==> src/rtl/branch_pkg.sv <==
// Shared types and constants for branch/jump resolution.
// The compare encoding is also used by the external comparator.
package branch_pkg;

    typedef enum logic [1:0] {
        KIND_BR   = 2'b00,
        KIND_JAL  = 2'b01,
        KIND_JALR = 2'b10,
        KIND_RSVD = 2'b11
    } kind_e;

    localparam logic [2:0] CMP_EQ = 3'b000;
    localparam logic [2:0] CMP_NE = 3'b001;
    localparam logic [2:0] CMP_LT = 3'b010;
    localparam logic [2:0] CMP_GE = 3'b011;
    localparam logic [2:0] CMP_GT = 3'b100;
    localparam logic [2:0] CMP_LE = 3'b101;

    typedef enum logic [1:0] {
        ST_IDLE,
        ST_EVAL,
        ST_REDIRECT,
        ST_FLUSH
    } state_e;

endpackage

==> src/rtl/branch_resolve_if.sv <==
// Request, comparator and redirect signals of the branch resolution unit.
// slave is the unit itself; master is the surrounding decode/fetch/comparator side.
interface branch_resolve_if #(
    parameter int XLEN = 32
);
    logic            req_valid;
    logic            req_ready;
    logic [XLEN-1:0] req_pc;
    logic [XLEN-1:0] req_imm;
    logic [XLEN-1:0] req_rs1;
    logic [XLEN-1:0] req_rs2;
    logic [2:0]      req_funct3;
    logic [1:0]      req_kind;
    logic [XLEN-1:0] cmp_a;
    logic [XLEN-1:0] cmp_b;
    logic [2:0]      cmp_funct3;
    logic            cmp_flag;
    logic            redirect_valid;
    logic            redirect_ready;
    logic [XLEN-1:0] redirect_pc;
    logic            link_valid;
    logic [XLEN-1:0] link_data;
    logic            flush;
    logic            misalign;

    modport slave (
        input  req_valid, req_pc, req_imm, req_rs1, req_rs2, req_funct3, req_kind,
        input  cmp_flag, redirect_ready,
        output req_ready, cmp_a, cmp_b, cmp_funct3, redirect_valid, redirect_pc,
        output link_valid, link_data, flush, misalign
    );

    modport master (
        output req_valid, req_pc, req_imm, req_rs1, req_rs2, req_funct3, req_kind,
        output cmp_flag, redirect_ready,
        input  req_ready, cmp_a, cmp_b, cmp_funct3, redirect_valid, redirect_pc,
        input  link_valid, link_data, flush, misalign
    );
endinterface

==> src/rtl/branch_target.sv <==
// Combinational target adder: pc+imm for BR/JAL, (rs1+imm)&~1 for JALR,
// plus the bit1 misalignment check on the resulting target.
module branch_target
    import branch_pkg::*;
#(
    parameter int XLEN = 32
) (
    input  kind_e           kind,
    input  logic [XLEN-1:0] pc,
    input  logic [XLEN-1:0] imm,
    input  logic [XLEN-1:0] rs1,
    output logic [XLEN-1:0] target,
    output logic            misaligned
);
    logic [XLEN-1:0] base;
    logic [XLEN-1:0] sum;

    assign base       = (kind == KIND_JALR) ? rs1 : pc;
    assign sum        = base + imm;
    assign target     = (kind == KIND_JALR) ? {sum[XLEN-1:1], 1'b0} : sum;
    assign misaligned = target[1];

endmodule

==> src/rtl/branch_resolve.sv <==
// Sequential branch/jump resolver: accept, evaluate via external comparator,
// issue a PC redirect, then hold flush for FLUSH_CYCLES.
module branch_resolve
    import branch_pkg::*;
#(
    parameter int XLEN         = 32,
    parameter int FLUSH_CYCLES = 2
) (
    input logic              clk,
    input logic              reset,
    branch_resolve_if.slave  bus
);
    localparam int CNT_W = $clog2(FLUSH_CYCLES + 1);

    state_e           state_reg, state_next;
    logic [CNT_W-1:0] flush_cnt_reg, flush_cnt_next;

    logic [XLEN-1:0]  pc_reg, imm_reg, rs1_reg, rs2_reg;
    logic [2:0]       funct3_reg;
    kind_e            kind_reg;
    logic [XLEN-1:0]  link_reg;
    logic [XLEN-1:0]  redirect_pc_reg;

    logic [XLEN-1:0]  target;
    logic             misaligned;
    logic             accept, is_jump, taken, do_redirect;

    branch_target #(.XLEN(XLEN)) u_target (
        .kind       (kind_reg),
        .pc         (pc_reg),
        .imm        (imm_reg),
        .rs1        (rs1_reg),
        .target     (target),
        .misaligned (misaligned)
    );

    assign accept      = (state_reg == ST_IDLE) && bus.req_valid;
    assign is_jump     = (kind_reg == KIND_JAL) || (kind_reg == KIND_JALR);
    // Reserved kind falls through here as never taken.
    assign taken       = is_jump || ((kind_reg == KIND_BR) && bus.cmp_flag);
    assign do_redirect = (state_reg == ST_EVAL) && taken && !misaligned;

    always_comb begin
        state_next     = state_reg;
        flush_cnt_next = flush_cnt_reg;
        case (state_reg)
            ST_IDLE:  if (bus.req_valid) state_next = ST_EVAL;
            ST_EVAL:  state_next = do_redirect ? ST_REDIRECT : ST_IDLE;
            ST_REDIRECT: begin
                if (bus.redirect_ready) begin
                    state_next     = ST_FLUSH;
                    flush_cnt_next = CNT_W'(FLUSH_CYCLES);
                end
            end
            ST_FLUSH: begin
                if (flush_cnt_reg > CNT_W'(1)) begin
                    flush_cnt_next = flush_cnt_reg - CNT_W'(1);
                end else begin
                    flush_cnt_next = '0;
                    state_next     = ST_IDLE;
                end
            end
            default:  state_next = ST_IDLE;
        endcase
    end

    always_ff @(posedge clk) begin
        if (reset) begin
            state_reg       <= ST_IDLE;
            flush_cnt_reg   <= '0;
            pc_reg          <= '0;
            imm_reg         <= '0;
            rs1_reg         <= '0;
            rs2_reg         <= '0;
            funct3_reg      <= '0;
            kind_reg        <= KIND_BR;
            link_reg        <= '0;
            redirect_pc_reg <= '0;
        end else begin
            state_reg     <= state_next;
            flush_cnt_reg <= flush_cnt_next;
            if (accept) begin
                pc_reg     <= bus.req_pc;
                imm_reg    <= bus.req_imm;
                rs1_reg    <= bus.req_rs1;
                rs2_reg    <= bus.req_rs2;
                funct3_reg <= bus.req_funct3;
                kind_reg   <= kind_e'(bus.req_kind);
                link_reg   <= bus.req_pc + XLEN'(4);
            end
            if (do_redirect) redirect_pc_reg <= target;
        end
    end

    // Comparator operands come straight from registers, never from req_*.
    assign bus.cmp_a          = rs1_reg;
    assign bus.cmp_b          = rs2_reg;
    assign bus.cmp_funct3     = funct3_reg;
    assign bus.req_ready      = (state_reg == ST_IDLE);
    assign bus.redirect_valid = (state_reg == ST_REDIRECT);
    assign bus.redirect_pc    = redirect_pc_reg;
    assign bus.link_valid     = (state_reg == ST_EVAL) && is_jump;
    assign bus.link_data      = link_reg;
    assign bus.misalign       = (state_reg == ST_EVAL) && taken && misaligned;
    assign bus.flush          = (state_reg == ST_FLUSH) && (flush_cnt_reg != '0);

endmodule
==> src/flat_wrapper.sv <==
// flat-port wrapper written by rule: the top's interface ports become plain ports
module branch_resolve_flat import branch_pkg::*;
#(
    parameter int XLEN         = 32,
    parameter int FLUSH_CYCLES = 2
)
  (clk, reset, bus_req_valid, bus_req_pc, bus_req_imm, bus_req_rs1, bus_req_rs2, bus_req_funct3, bus_req_kind, bus_cmp_flag, bus_redirect_ready, bus_req_ready, bus_cmp_a, bus_cmp_b, bus_cmp_funct3, bus_redirect_valid, bus_redirect_pc, bus_link_valid, bus_link_data, bus_flush, bus_misalign);
  branch_resolve_if #(.XLEN(XLEN)) bus_i ();
  input logic clk;
  input logic reset;
  input wire logic [$bits(bus_i.req_valid)-1:0] bus_req_valid;
  input wire logic [$bits(bus_i.req_pc)-1:0] bus_req_pc;
  input wire logic [$bits(bus_i.req_imm)-1:0] bus_req_imm;
  input wire logic [$bits(bus_i.req_rs1)-1:0] bus_req_rs1;
  input wire logic [$bits(bus_i.req_rs2)-1:0] bus_req_rs2;
  input wire logic [$bits(bus_i.req_funct3)-1:0] bus_req_funct3;
  input wire logic [$bits(bus_i.req_kind)-1:0] bus_req_kind;
  input wire logic [$bits(bus_i.cmp_flag)-1:0] bus_cmp_flag;
  input wire logic [$bits(bus_i.redirect_ready)-1:0] bus_redirect_ready;
  output wire logic [$bits(bus_i.req_ready)-1:0] bus_req_ready;
  output wire logic [$bits(bus_i.cmp_a)-1:0] bus_cmp_a;
  output wire logic [$bits(bus_i.cmp_b)-1:0] bus_cmp_b;
  output wire logic [$bits(bus_i.cmp_funct3)-1:0] bus_cmp_funct3;
  output wire logic [$bits(bus_i.redirect_valid)-1:0] bus_redirect_valid;
  output wire logic [$bits(bus_i.redirect_pc)-1:0] bus_redirect_pc;
  output wire logic [$bits(bus_i.link_valid)-1:0] bus_link_valid;
  output wire logic [$bits(bus_i.link_data)-1:0] bus_link_data;
  output wire logic [$bits(bus_i.flush)-1:0] bus_flush;
  output wire logic [$bits(bus_i.misalign)-1:0] bus_misalign;
  assign bus_i.req_valid = bus_req_valid;
  assign bus_i.req_pc = bus_req_pc;
  assign bus_i.req_imm = bus_req_imm;
  assign bus_i.req_rs1 = bus_req_rs1;
  assign bus_i.req_rs2 = bus_req_rs2;
  assign bus_i.req_funct3 = bus_req_funct3;
  assign bus_i.req_kind = bus_req_kind;
  assign bus_i.cmp_flag = bus_cmp_flag;
  assign bus_i.redirect_ready = bus_redirect_ready;
  assign bus_req_ready = bus_i.req_ready;
  assign bus_cmp_a = bus_i.cmp_a;
  assign bus_cmp_b = bus_i.cmp_b;
  assign bus_cmp_funct3 = bus_i.cmp_funct3;
  assign bus_redirect_valid = bus_i.redirect_valid;
  assign bus_redirect_pc = bus_i.redirect_pc;
  assign bus_link_valid = bus_i.link_valid;
  assign bus_link_data = bus_i.link_data;
  assign bus_flush = bus_i.flush;
  assign bus_misalign = bus_i.misalign;
  branch_resolve #(.XLEN(XLEN), .FLUSH_CYCLES(FLUSH_CYCLES)) u_core (.clk(clk), .reset(reset), .bus(bus_i));
endmodule
==> config.mk <==
export PLATFORM = sky130hd
export DESIGN_NAME = branch_resolve_flat
export DESIGN_NICKNAME = d
export VERILOG_FILES = /design/src/rtl/branch_pkg.sv /design/src/rtl/branch_resolve_if.sv /design/src/rtl/branch_target.sv /design/src/rtl/branch_resolve.sv /design/src/flat_wrapper.sv
export SDC_FILE = /design/constraint.sdc
export NUM_CORES = 1
export LEC_CHECK = 0
export ABC_AREA = 1
export CORE_MARGIN = 3
export CORE_UTILIZATION = 40
export DETAILED_ROUTE_END_ITERATION = 10
export PLACE_DENSITY = 0.79
export RECOVER_POWER = 25
export SYNTH_ARGS = -nofsm -noshare
export SYNTH_HDL_FRONTEND = slang
export SYNTH_HIERARCHICAL = 1
export SYNTH_SLANG_ARGS = --single-unit
export TNS_END_PERCENT = 5
==> constraint.sdc <==
create_clock -name clk -period 2.7 [get_ports clk]
set_clock_uncertainty 0.05 [all_clocks]
set_input_delay 0.54 -clock clk [delete_from_list [all_inputs] [get_ports clk]]
set_output_delay 0.54 -clock clk [all_outputs]
set_load 0.05 [all_outputs]
Yosys cells after proc, flatten, opt, wreduce, memory -nomap -nowiden
Index checks and enable logic that the tools add are counted.
{"block": "op_classes", "addsub": 3, "magnitude_cmp": 1, "eq_ne": 8, "n_mux": 10, "n_reduce_logical": 16}
{"operator": "adder 32 x 3 -> 32 bit, second input constant", "n": 1}
{"operator": "adder 32 bit", "n": 1}
{"operator": "two-way mux 32 bit", "n": 1}
{"operator": "two-way mux 2 bit", "n": 6}
{"operator": "one-hot mux 2 bit (4 select lines)", "n": 1}
{"operator": "logical AND 1 bit", "n": 7}
{"operator": "equality test 2 bit, second input constant", "n": 3}
{"operator": "inequality test 2 bit, second input constant", "n": 3}
{"operator": "equality test 2 x 1 -> 1 bit, second input constant", "n": 2}
{"operator": "logical NOT 2 bit", "n": 2}
{"operator": "one-hot mux 2 bit (2 select lines)", "n": 1}
{"operator": "nonzero test 2 bit", "n": 2}
{"operator": "AND reduction 3 bit", "n": 1}
{"operator": "greater-than comparator 2 x 1 -> 1 bit, second input constant", "n": 1}
{"operator": "logical OR 1 bit", "n": 2}
{"operator": "AND reduction 2 bit", "n": 1}
{"operator": "subtractor 2 x 1 -> 2 bit, second input constant", "n": 1}
{"operator": "logical NOT 1 bit", "n": 1}
{"operator": "two-way mux 1 bit", "n": 1}
{"block": "totals", "register_bits": 201, "inputBits": 138, "out_inout_bits": 136, "word_cells": 48}

Longest topological paths before layout
{"block": "logic_depth", "word_depth": 7, "ltp_mapped": 21, "ltp_nobuf": 19}

Modules after synthesis
The synthesis kept the hierarchy.
{"mod": "branch_resolve", "instances": 1, "cells_each": 1083, "area_per_inst_um2": 8001.4, "seq_area_each_um2": 3983.8}
{"mod": "branch_target", "instances": 1, "cells_each": 617, "area_per_inst_um2": 2879.0, "seq_area_each_um2": 0.0}

Least setup slack after synthesis
OpenSTA, ideal clock, no wires.
{"block": "synth_path", "path_kind": "reg2out", "start": "reg u_core.kind_reg[1]", "end": "out bus_misalign", "arrival_time_ns": 2.457, "t_required_ns": 2.110, "setup_slack_ns": -0.347, "path_stages_with_launch": 14, "path_buffers": 2, "cell_sequence": "dfxtp_1 -> inv_1 -> or2_0 -> buf_2 -> inv_1 -> buf_2 -> nand2_1 -> nand2_1 -> ha_1 -> inv_1 -> fa_1 -> inv_1 -> inv_1 -> nor2_1"}
{"block": "synth_via", "elab_cells_between_ends": 10, "classes_between": "1 x add/sub; 2 x eq/ne; 1 x mux; 6 x reduce/logical"}
{"item": "start, declared", "line_no": "branch_resolve.sv:20", "source": "kind_e kind_reg;"}
{"item": "start signal, assigned", "line_no": "branch_resolve.sv:88", "source": "kind_reg <= kind_e'(bus.req_kind);"}
{"item": "equality test 2 bit", "line_no": "branch_target.sv:18", "source": "assign base = (kind == KIND_JALR) ? rs1 : pc;"}
{"item": "two-way mux 32 bit", "line_no": "branch_target.sv:18"}
{"item": "adder 32 bit", "line_no": "branch_target.sv:19", "source": "assign sum = base + imm;"}
{"item": "via u_core.misaligned", "line_no": "branch_resolve.sv:25", "source": "logic misaligned;"}
{"item": "logical AND 1 bit", "line_no": "branch_resolve.sv:104", "source": "assign bus.misalign = (state_reg == ST_EVAL) && taken && misaligned;"}
{"item": "end, declared", "line_no": "flat_wrapper.sv:29", "source": "output wire logic [$bits(bus_i.misalign)-1:0] bus_misalign;"}
The timed path passes the listed nets, and every way through them passes these cells.

Final worst setup path
Ends and elaborated chain as after synthesis.

==> key figures <==
Status
  • Status: complete, but fails checks
  • Failing checks: setup timing

Final layout
  • Register Area: 3990 um^2
  • Multi-input gate area: ~5800 um^2
  • Filler cells: approximately 2500
  • Final std cell area, no fill: roughly 15000 um^2
  • Utilization after layout: between 50% and 60%
  • Layout cell share with drive strength beyond 1: between 7 and 8%
  • Final net count: 2152
  • Layout Area Growth over Synthesis: 36.2%

Worst hold path
  • Hold_sp: u_core/bus.redirect_pc[18]$_SDFFE_PP0P_
  • Hold endpoint: u_core/bus.redirect_pc[18]$_SDFFE_PP0P_
  • Hold Path Class: reg -> reg
  • Hold path depth: 2

Die
  • Starting Density: slightly above 40%
  • Die height: around 170 um
  • DIE AREA: about 29000 um^2
  • Core area: between 20000 and 30000 um^2
  • Die X: ~170 um
  • IO Pins: 274
  • Core Rows: 59

Power
  • Peak supply drop: approximately 420 uV
  • Seq pwr share: a little over a third
  • Pwr/cell area: approximately 640 nW/um^2
  • Leakage: about 7 nW
  • Gate power share: around 35%
  • Sw Ratio: between 30% and 40%
  • Internal cell power: between 5 and 6 mW
  • P_sw: roughly 3.7 mW
  • Total power: roughly 9.5 mW
  • Clock Power Share: 28.0%

STA
  • Final setup violation count: 1
  • Slew headroom: between 20 and 25%
  • Fin. Hold Viols: 0
  • Least-Margin Pin Slew: 1.13 ns
  • Unrepaired setup endpoints after global routing: true
  • Final WS setup: -0.254 ns
  • Fin. max-slew vios: 0
  • F_max: approximately 340 MHz
  • Final Critical Period: between 2 and 3 ns
  • Period utilisation layout: 109%
  • Setup_tns: -0.254 ns
  • Hold Slack: ~0.40 ns

Placed design
  • Placer Congestion: 0.976
  • Port buffer count: around 270
  • Hpwl dp: roughly 26 mm
  • Post-DP Area: around 14000 um^2

Global route
  • GRT Total Usage: ~23%
  • Vias in the first global route: approximately 11000
  • Largest net degree at the start of global routing: between 100 and 150
  • Antenna violations before repair: 4
  • First-pass GRT wire length: ~54 mm
  • GRT overflow: 0

Synthesis
  • Synthesized area: between 10000 and 15000 um^2
  • Register area share after synthesis: a little over a third
  • Synth top area share: 36.6%
  • Post-synthesis async set-or-reset flop share: 0%
  • Yosys top cell by area: dfxtp_1
  • Post-synth EDFFs: 0
  • #FFs+latches synth: 199
  • Synth area leaders: dfxtp_1 (37%), nand2_1 (16%), nor2_1 (11%), inv_1 (7.0%), o21ai_0 (6.4%)
  • Top cells by count, synth: nand2_1 (463), nor2_1 (332), inv_1 (204), dfxtp_1 (199), o21ai_0 (139)
  • Mapped Avg Cell Area: between 6 and 7 um^2
  • Synth warnings: 6
  • Netlist cell types: 37
  • Prevailing post-synth register cell: dfxtp_1
  • Cells after Synth: 1700
  • Synthesized Nets: 1875
  • Top-count cell post-synth: nand2_1

Critical path
  • Reg2reg start: u_core/kind_reg[1]$_SDFFE_PP0P_
  • Crit path required time: around 2.1 ns
  • CP Launch Type: flop
  • Critical path class: reg -> out
  • Reg2Reg Setup Slack: 0 ns
  • Worst EP arrival: ~2.4 ns
  • Endpoint class of the critical path: output pin
  • Worst R2R Path Depth: 18
  • R2r endpoint: u_core/bus.redirect_pc[30]$_SDFFE_PP0P_
  • Critical path fanouts, max: 5

Drt
  • Antenna viol nets, final: 0
  • Iteration-0 DRC Markers: 744
  • Via count: roughly 11000
  • Drt total wl: approximately 34 mm
  • Post-route DRC: 0
  • DR WL/cell: around 15 um
  • Pre-antenna DRT Iters: 6
  • Via density: 4.85

Run
  • Maxcap violations: 0

Clocking
  • Clock latency on the worst-skew pair: between 0.4 and 0.5 ns
  • TritonCTS buffer count: 17
  • H-Tree Level Count: 4
  • Number of hold buffers added after cts: 0
  • Clock transition at path regs: around 0.080 ns
  • CTS root buf: clkbuf_16
  • TritonCTS clock tree: yes
  • # clock sinks: about 200
  • Longest Clk Path Bufs: 2
-- cell usage in the layout (no fill, tap or decap), drive strengths merged, types with 5 or more instances in the layout --
| master | count |
|---|---|
| xor2 | 14 |
| a21oi | 77 |
| clkbuf | 21 |
| xnor2 | 5 |
| dfxtp | 199 |
| o21bai | 5 |
| clkdlybuf4s50 | 269 |
| nand4 | 5 |
| buf | 55 |
| nand2 | 476 |
| nand3 | 63 |
| clkinv | 5 |
| ha | 36 |
| nor2 | 354 |
| o21ai | 167 |
| inv | 215 |
| nor3 | 5 |
-- final cells by class --
type	instances	area share [%]
inverter	206	5.24
clock inverter	15	1.26
tap	335	2.83
sequential	199	26.9
multi-input combinational	1222	38.9
timing repair buffer	331	22.0
antenna	1	0.0169
clock buffer	17	2.87
-- stage by stage --
step,std cells,setup WS [ns]
floorplan,1700,0.00827
global placement,2291,-0.235
detailed placement,2291,-0.215
CTS,2325,-0.289
global route,2326,-0.344
finish,2326,-0.254
-- timing repair --
item                       4_1_cts  5_1_grt
setup endpoints to repair       34       34
pin swaps                        3        2
buffers inserted                 2        0
gates resized for setup         14       19
-- per-layer routing --
metal | up-vias | track usage [%] | wire length, um
met5 | - | 0 | 47
met4 | 6 | 7.98 | 954
met3 | 64 | 4.07 | 1830
met2 | 332 | 37.7 | 15900
met1 | 5067 | 30.8 | 15600
li1 | 5811 | - | -
-- power groups by stage --
stage / Combinational, mW / Sequential (mW) / Clock, mW
final: 3.37 / 3.48 / 2.67
after global routing: 3.65 / 3.52 / 2.84
after CTS: 3.34 / 3.48 / 2.72
after detailed placement: 3.31 / 3.54 / 0
after global placement: 3.27 / 3.54 / 0
after floorplan: 1.42 / 4.21 / 0
-- worst max-delay path: stages, from the launching register on --
cell and delay, ns:
dfxtp_2 0.33, inv_1 0.04, or2_4 0.25, buf_6 0.13, nand2_2 0.05, nand2_2 0.07
ha_4 0.16, inv_2 0.05, fa_1 0.41, inv_2 0.13, inv_2 0.07, nor2_4 0.10
buf_12 0.14
-- logic make-up (layout without fill, tap and decap cells) --
logic type | count (synthesis) | in the layout | share of synthesized area (%)
fa+ha+maj | 37 | 37 | 4.32
xor+xnor | 19 | 19 | 1.53
compound gates | 258 | 258 | 12.2
flops | 199 | 199 | 36.6
other cells | 0 | 1 | 0
buf+inv | 279 | 569 | 11.4
simple gates | 908 | 908 | 33.9
-- worst max-delay path by stage --
stage | startpoint | to | slack, ns | depth (start not counted)
floorplan | u_core/kind_reg[1]$_SDFFE_PP0P_ | bus_misalign | 0.008 | 13
global placement | u_core/kind_reg[1]$_SDFFE_PP0P_ | bus_misalign | -0.24 | 9
detailed placement | u_core/kind_reg[1]$_SDFFE_PP0P_ | bus_misalign | -0.22 | 9
CTS | u_core/kind_reg[1]$_SDFFE_PP0P_ | bus_misalign | -0.29 | 12
global route | u_core/kind_reg[1]$_SDFFE_PP0P_ | bus_misalign | -0.34 | 12
finish | u_core/kind_reg[1]$_SDFFE_PP0P_ | bus_misalign | -0.25 | 12
Power figures use the tool's default switching activity.
